### config.mk
export PLATFORM = sky130hd
export DESIGN_NAME = freq_meter
export DESIGN_NICKNAME = d
export VERILOG_FILES = /design/src/rtl/freq_meter_pkg.sv /design/src/rtl/freq_meter_sync_edge_det.sv /design/src/rtl/freq_meter.sv
export SDC_FILE = /design/constraint.sdc
export NUM_CORES = 1
export LEC_CHECK = 0
export ABC_CLOCK_PERIOD_IN_PS = 4250
export CORE_MARGIN = 3
export CORE_UTILIZATION = 50
export DETAILED_ROUTE_END_ITERATION = 10
export DONT_BUFFER_PORTS = 1
export MAX_ROUTING_LAYER = met4
export SLEW_MARGIN = 20
export SYNTH_ARGS = -nofsm -noshare
export SYNTH_HDL_FRONTEND = slang
export SYNTH_SLANG_ARGS = --single-unit
### constraint.sdc
create_clock -name clk -period 4.25 [get_ports clk]
set_input_delay 0.6375 -clock clk [delete_from_list [all_inputs] [get_ports clk]]
set_output_delay 0.6375 -clock clk [all_outputs]
set_load 0.005 [all_outputs]
### src/rtl/freq_meter_pkg.sv
// Shared types and helpers for the frequency/period meter.
package freq_meter_pkg;

  typedef enum logic [1:0] {
    IDLE  = 2'd0,
    ARMED = 2'd1,
    RUN   = 2'd2
  } per_state_e;

  localparam int unsigned GATE_CYC_DEF    = 32'd100_000_000;
  localparam int unsigned TIMEOUT_CYC_DEF = 32'd200_000_000;
  localparam int unsigned SAT_W           = 64;

  // Increment v, clamping at the all-ones value of a w-bit counter (w <= 64).
  function automatic logic [SAT_W-1:0] sat_inc(input logic [SAT_W-1:0] v, input int unsigned w);
    logic [SAT_W-1:0] top;
    top = (w >= SAT_W) ? '1 : ((SAT_W'(1) << w) - SAT_W'(1));
    return (v >= top) ? top : v + SAT_W'(1);
  endfunction

endpackage

### src/rtl/freq_meter_sync_edge_det.sv
// Synchroniser for an asynchronous level plus single-cycle rise/fall strobes.
module sync_edge_det #(
  parameter int SYNC_STAGES = 2
) (
  input  logic clk,
  input  logic rst_n,
  input  logic din,
  output logic level,
  output logic rise,
  output logic fall
);

  logic [SYNC_STAGES-1:0] sync_q;
  logic                   s_d;

  always_ff @(posedge clk or negedge rst_n) begin
    if (!rst_n) begin
      sync_q <= '0;
      s_d    <= 1'b0;
    end else begin
      sync_q <= {sync_q[SYNC_STAGES-2:0], din};
      s_d    <= sync_q[SYNC_STAGES-1];
    end
  end

  assign level = sync_q[SYNC_STAGES-1];
  assign rise  = level & ~s_d;
  assign fall  = ~level & s_d;

endmodule

### src/rtl/freq_meter.sv
// Square-wave meter: rising edges per gate window, plus period and high time
// of each input cycle, with a no-signal timeout.
module freq_meter
  import freq_meter_pkg::*;
#(
  parameter int          CNT_W       = 32,
  parameter int unsigned GATE_CYC    = GATE_CYC_DEF,
  parameter int unsigned TIMEOUT_CYC = TIMEOUT_CYC_DEF,
  parameter int          SYNC_STAGES = 2
) (
  input  logic             clk,
  input  logic             rst_n,
  input  logic             sig_in,
  output logic [CNT_W-1:0] freq_cnt,
  output logic             freq_valid,
  output logic [CNT_W-1:0] period_cyc,
  output logic [CNT_W-1:0] high_cyc,
  output logic             period_valid,
  output logic             no_signal
);

  // Gate counter is sized by the gate length, not CNT_W, so a narrow result
  // width can still use a long gate.
  localparam int               GATE_W    = (GATE_CYC > 1) ? $clog2(GATE_CYC) : 1;
  localparam logic [GATE_W-1:0] GATE_LAST = GATE_W'(GATE_CYC - 1);
  localparam logic [CNT_W-1:0]  TO_LAST   = CNT_W'(TIMEOUT_CYC - 1);

  function automatic logic [CNT_W-1:0] inc(input logic [CNT_W-1:0] v);
    return CNT_W'(sat_inc(SAT_W'(v), CNT_W));
  endfunction

  logic rise, fall, lvl_unused;

  sync_edge_det #(.SYNC_STAGES(SYNC_STAGES)) u_sync (
    .clk   (clk),
    .rst_n (rst_n),
    .din   (sig_in),
    .level (lvl_unused),
    .rise  (rise),
    .fall  (fall)
  );

  logic [GATE_W-1:0] gate_cnt;
  logic [CNT_W-1:0]  edge_cnt;
  logic              gate_term;

  assign gate_term = (gate_cnt == GATE_LAST);

  always_ff @(posedge clk or negedge rst_n) begin
    if (!rst_n) begin
      gate_cnt   <= '0;
      edge_cnt   <= '0;
      freq_cnt   <= '0;
      freq_valid <= 1'b0;
    end else begin
      freq_valid <= gate_term;
      if (gate_term) begin
        gate_cnt <= '0;
        edge_cnt <= '0;
        // a rise landing on the terminal cycle belongs to the closing window
        freq_cnt <= rise ? inc(edge_cnt) : edge_cnt;
      end else begin
        gate_cnt <= gate_cnt + GATE_W'(1);
        if (rise) edge_cnt <= inc(edge_cnt);
      end
    end
  end

  per_state_e       state;
  logic [CNT_W-1:0] per_cnt;
  logic [CNT_W-1:0] hi_cap;
  logic             timeout;

  // A rise on the timeout cycle takes priority over the timeout.
  assign timeout = (state != IDLE) && !rise && (per_cnt == TO_LAST);

  always_ff @(posedge clk or negedge rst_n) begin
    if (!rst_n) begin
      state        <= IDLE;
      per_cnt      <= '0;
      hi_cap       <= '0;
      period_cyc   <= '0;
      high_cyc     <= '0;
      period_valid <= 1'b0;
      no_signal    <= 1'b0;
    end else begin
      period_valid <= 1'b0;
      per_cnt      <= rise ? '0 : inc(per_cnt);
      if (fall) hi_cap <= inc(per_cnt);
      if (timeout) begin
        state      <= IDLE;
        no_signal  <= 1'b1;
        period_cyc <= '0;
        high_cyc   <= '0;
      end else begin
        case (state)
          IDLE:  if (rise) state <= ARMED;
          ARMED: if (rise) state <= RUN;
          RUN: begin
            if (rise) begin
              period_cyc   <= inc(per_cnt);
              high_cyc     <= hi_cap;
              period_valid <= 1'b1;
              no_signal    <= 1'b0;
            end
          end
          default: state <= IDLE;
        endcase
      end
    end
  end

endmodule

== Yosys cells after proc, flatten, opt, wreduce, memory -nomap -nowiden ==
Index checks and enable logic that the tools add are counted.
Storage, ports and cells
  input bits: 3
  word-level logic and storage cells: 60
  output and inout port bits: 99
  register bits: 227
Operators by class
  bitwise logic cells: 4
  eq/ne operators: 7
  $add $sub $neg: 3
  reductions and logical operators: 9
  mux-type cells: 22
  order comparisons: 2
Operators by type and width (count)
  $mux W32: 11
  $add A32 B1 Y32 const B: 2
  $ge A32 B32 Y1 const B: 2
  $eq A32 B28 Y1 const B: 1
  $add A27 B1 Y27 const B: 1
  $eq A27 B27 Y1 const B: 1
  $mux W27: 1
  $mux W1: 6
  $mux W2: 3
  $ne A3 B3 Y1 const B: 2
  $pmux W2 S3: 1
  $reduce_bool A2 Y1: 3
  $reduce_and A3 Y1: 1
  $and A1 B1 Y1: 2
  $eq A2 B1 Y1 const B: 1
  $eq A2 B2 Y1 const B: 1
  $logic_and A1 B1 Y1: 2
  $logic_not A2 Y1: 1
  $ne A2 B2 Y1 const B: 1
  $not A1 Y1: 2
  $reduce_and A2 Y1: 1
  $logic_not A1 Y1: 1

== Longest topological paths before layout ==
  depth after elaboration: 7
  mapped depth: 10
  gate-level depth less buffers: 7

== Cells and area by module ==
A second synthesis with hierarchy kept.
Second synthesis, totals
  cell total of the unflattened synthesis: 892
  area total of the unflattened synthesis: 9675.5 um^2
By module, submodules not included
  freq_meter: cells each 887, sequential area each 5605.4 um^2, times used 1, area an instance 9585.4 um^2
  sync_edge_det: cells each 5, sequential area each 75.1 um^2, times used 1, area an instance 90.1 um^2

== Worst setup path before layout ==
OpenSTA, ideal clock, no wires.
  path type: reg2reg
  from: register gate_cnt[10]
  to: register freq_cnt[14]
  path buffers: 2
  setup slack: 2067 ps
  stages on the path, launching flop included: 7
  arrival time: 2065 ps
  clock period less this slack: 2183 ps
  data required time: 4132 ps
  library setup time: 118 ps
  path through: dfrtp_1 -> or4_1 -> or3_1 -> or3_1 -> buf_2 -> buf_2 -> a21o_1
Between the ends
  longest elaborated chain between the ends: 1
RTL lines
  start, declared: RTL line freq_meter.sv:43  | logic [GATE_W-1:0] gate_cnt;
  start signal, assigned: RTL line freq_meter.sv:63  | gate_cnt <= gate_cnt + GATE_W'(1);
  $eq A27 B27 Y1: RTL line freq_meter.sv:47  | assign gate_term = (gate_cnt == GATE_LAST);
  end signal, assigned: RTL line freq_meter.sv:61  | freq_cnt <= rise ? inc(edge_cnt) : edge_cnt;
  end, declared: RTL line freq_meter.sv:14  | output logic [CNT_W-1:0] freq_cnt,
Every way passes these cells.
A chain may end at the register's enable or synchronous reset.

== Final worst setup path ==
  from: register per_cnt[0]
  to: register hi_cap[23]
Between the ends
  longest elaborated chain between the ends: 2
  elaborated cells between the ends (all ways): 3
  those cells by class: 1 x add/sub; 1 x order compare; 1 x mux
RTL lines
  start, declared: RTL line freq_meter.sv:70  | logic [CNT_W-1:0] per_cnt;
  start signal, assigned: RTL line freq_meter.sv:88  | per_cnt <= rise ? '0 : inc(per_cnt);
  $add A32 B1 Y32 or $ge A32 B32 Y1 (tied branches): RTL line freq_meter_pkg.sv:18  | return (v >= top) ? top : v + SAT_W'(1);
  $mux W32 *: RTL line freq_meter_pkg.sv:18
  end signal, assigned: RTL line freq_meter.sv:89  | if (fall) hi_cap <= inc(per_cnt);
  end, declared: RTL line freq_meter.sv:71  | logic [CNT_W-1:0] hi_cap;
Mark *: on every way between the ends. The rest lies on a longest branch, timed or not.

==> metrics.md <==
| Metric | Value |
|---|---|
| Clk_skew | `0.009171 ns` |
| Clock slew at reported path FFs | `~0.06 ns` |
| Hold WC Path Type | `in2async` |
| Final wirelength | `20880 um` |
| WL/cell | `17.66 um` |
| CP Max Fanout | `13` |
| CP Launch Type | `flip-flop` |
| Final slew viol count | `0` |
| Dominant cells by area after synthesis | `dfrtp_1 (59%), nor2_1 (5.9%), nand2_1 (4.4%)` |
| H-tree depth | `1` |
| GRT Total Usage | `20.65%` |
| Status | `finished, violations left` |
| Mapped Nets | `950` |
| Die extent in x | `144.7 um` |
| Setup-failing EPs final | `0` |
| WP data arrival | `3.19 ns` |
| Static Leakage | `~4.8 nW` |
| Failing checks | `hold timing` |
| TritonCTS clock tree | `built` |
| Nets | `940` |
| VDD IR max | `0.0002568 V` |
| Worst Setup Slack post-DPL | `1.453 ns` |
| Starting Density | `around half` |
| Post-synthesis sequential area ratio | `59.10%` |
| Fin util | `56.23%` |
| Hold slack | `-0.1611 ns` |
| Synth Cell Area | `between 9000 and 10000 sq um` |
| Syn avg cell area | `10.18 sq um` |
| Area grow syn2layout | `9.802%` |
| Clk root buf | `clkbuf_16` |
| Drc violations | `0` |
| Antenna diode count | `0` |
| Clock Latency Late Sink | `roughly 0.50 ns` |
| Final period util | `65.55%` |
| FF+latch count, synth | `~230` |
| Vias per cell | `5.674` |
| Routability cong. | `around 0.86` |
| Commonest non-fill, non-tap cell in the layout | `dfrtp_1` |
| Die Area | `20920 sq um` |
| Top-area cell type share of the netlist area | `59.10%` |
| Largest net degree at the start of global routing | `228` |
| Port Buf Inserts | `0` |
| ANT nets after route | `0` |
| Hold Vio Cnt, Final | `227` |
| Setup Total Neg Slack | `0 ns` |
| Area of the multi-input gates | `around 3700 sq um` |
| Share of post-route cells with drive strength above 1 | `6.118%` |
| Power Dens Cells | `445.6 nW/um^2` |
| Critical path type | `reg2reg` |
| Row count | `50` |
| Worst setup EP type | `flip-flop` |
| Fmax achieved | `between 300 and 400 MHz` |
| Via count | `6707` |
| Unrepaired setup endpoints after global routing | `false` |
| Vias in the first global route | `approximately 6800` |
| Yosys warns | `0` |
| DR pass1 iterations | `4` |
| Final worst path period need | `~2.8 ns` |
| Number of distinct library cells after synthesis | `50` |
| Detailed Route Iter0 Violations | `roughly 420` |
| Slew headroom | `43.28%` |
| Synth Instances | `944` |
| Setup ws final | `~1.5 ns` |
| Total CTS buffers | `23` |
| Req. time, crit path | `4.65 ns` |
| GR Overflow Total | `0` |
| Area leader, netlist | `dfrtp_1` |
| First-pass GRT wire length | `34320 um` |
| Maxcap violations | `0` |
| Boundary pin count | `102` |
| Initial antenna violation count | `0` |
| DP HPWL | `13740 um` |
| Core Region | `18770 sq um` |
| Filler instances | `approximately 1600` |
| Die Ht | `around 140 um` |
| Worst slew pin tran | `0.8481 ns` |
| FF/Latch Area | `approximately 5700 sq um` |
| Most frequent cells in the layout | `dfrtp_1 (227), nor2_1 (149), nand2_1 (113)` |
| CTS sink cnt | `227` |
| CTS max path bufs | `3` |
[power breakdown]
group	leakage (nW)	switching (mW)	internal [mW]
clock	0.369	0.809	1.23
sequential	3.11	0.128	2.28
combinational	1.36	0.153	0.106
[cells by family after synthesis]
| logic type | Yosys count | synth area share, % |
|---|---|---|
| AO/OA/AOI/OAI | 155 | 9.802 |
| XOR/XNOR | 66 | 6.014 |
| multiplexers | 13 | 1.367 |
| flip-flops | 227 | 59.10 |
| AND/OR/NAND/NOR | 422 | 20.48 |
| buffers and inverters | 58 | 2.851 |
| adder cells (fa/ha/maj) | 3 | 0.3906 |
[flip-flops by register name (all words and copies together), names as in the netlist]
name and count:
high_cyc 32, per_cnt 32, state 2, freq_valid 1
u_sync.s_d 1, period_cyc 32, freq_cnt 32, gate_cnt 27
hi_cap 32, u_sync.sync_q 2, no_signal 1, edge_cnt 32
period_valid 1
[Yosys cell counts, drive strengths merged]
master   count
nand3b       1
nand2b       6
nor2b        6
nor3b        2
buf         25
o21bai       2
nor4b        2
a41oi        1
o21ai       79
o2111ai      1
clkinv       1
or2          5
xnor2       35
a41o         1
mux2         1
or4          4
and2         4
nand3       34
nand2      113
nor3        28
a211oi       1
a31oi        7
o311ai       1
xor2        31
a31o         1
a21oi       25
o21a         1
nor4        12
mux2i       12
nor2       151
nand4       21
nor4bb       3
dfrtp      227
or3          6
inv         13
and3        15
a21o         3
clkbuf      19
a22o        32
ha           3
and4         9
[what timing repair did]
item                                   CTS  global route
gates resized for setup                  0             0
endpoints found under the hold margin  227           227
buffers inserted                         0             0
[per-layer routing]
layer,global-route usage [%],part of all wire [%],vias up
met3,3.746,4.0,45
met2,34.09,50,128
met1,26.29,43,3320
met4,6.087,2.9,0
met5,-,0,-
li1,-,-,3214
[critical path, stage by stage (launching register included)]
cell and delay [ns]:
dfrtp_1 0.45, ha_1 0.29, nand4_1 0.12, nor4_2 0.46
nand2_1 0.21, nor2_1 0.55, buf_4 0.32, nor2_1 0.09
o21ai_0 0.19
[per-stage QoR]
stage | area (sq um) | hold WS [ns] | std cells | power, mW
floorplan | 9612 | 0.3312 | 944 | 2.612
global placement | 9761 | 0.3443 | 1142 | 2.692
detailed placement | 9761 | 0.3497 | 1142 | 2.706
CTS | 10520 | -0.1868 | 1181 | 4.763
global route | 10550 | -0.1942 | 1182 | 4.891
finish | 10550 | -0.1611 | 1182 | 4.703
[layout make-up]
cell class	count	share of cell area (%)
clock buffer	31	6.023
multi-input combinational	659	34.90
timing repair buffer	9	0.8299
tap	234	2.774
sequential	227	53.82
inverter	14	0.4979
clock inverter	8	1.150
[final timing paths]
path                                         endpoint  cells past startpoint  slack [ns]                       start
max                            hi_cap[23]$_DFFE_PN0P_                      8        1.46        per_cnt[0]$_DFF_PN0_
min                        period_cyc[14]$_DFFE_PN0P_                      0       -0.16                       rst_n
max reg2reg                    hi_cap[23]$_DFFE_PN0P_                      8        1.46        per_cnt[0]$_DFF_PN0_
min reg2reg                u_sync.sync_q[1]$_DFF_PN0_                      0        0.37  u_sync.sync_q[0]$_DFF_PN0_
max in group asynchronous       per_cnt[13]$_DFF_PN0_                      0        4.03                       rst_n
min in group clk           u_sync.sync_q[0]$_DFF_PN0_                      0        0.16                      sig_in
(Power assumes the default switching activity.)
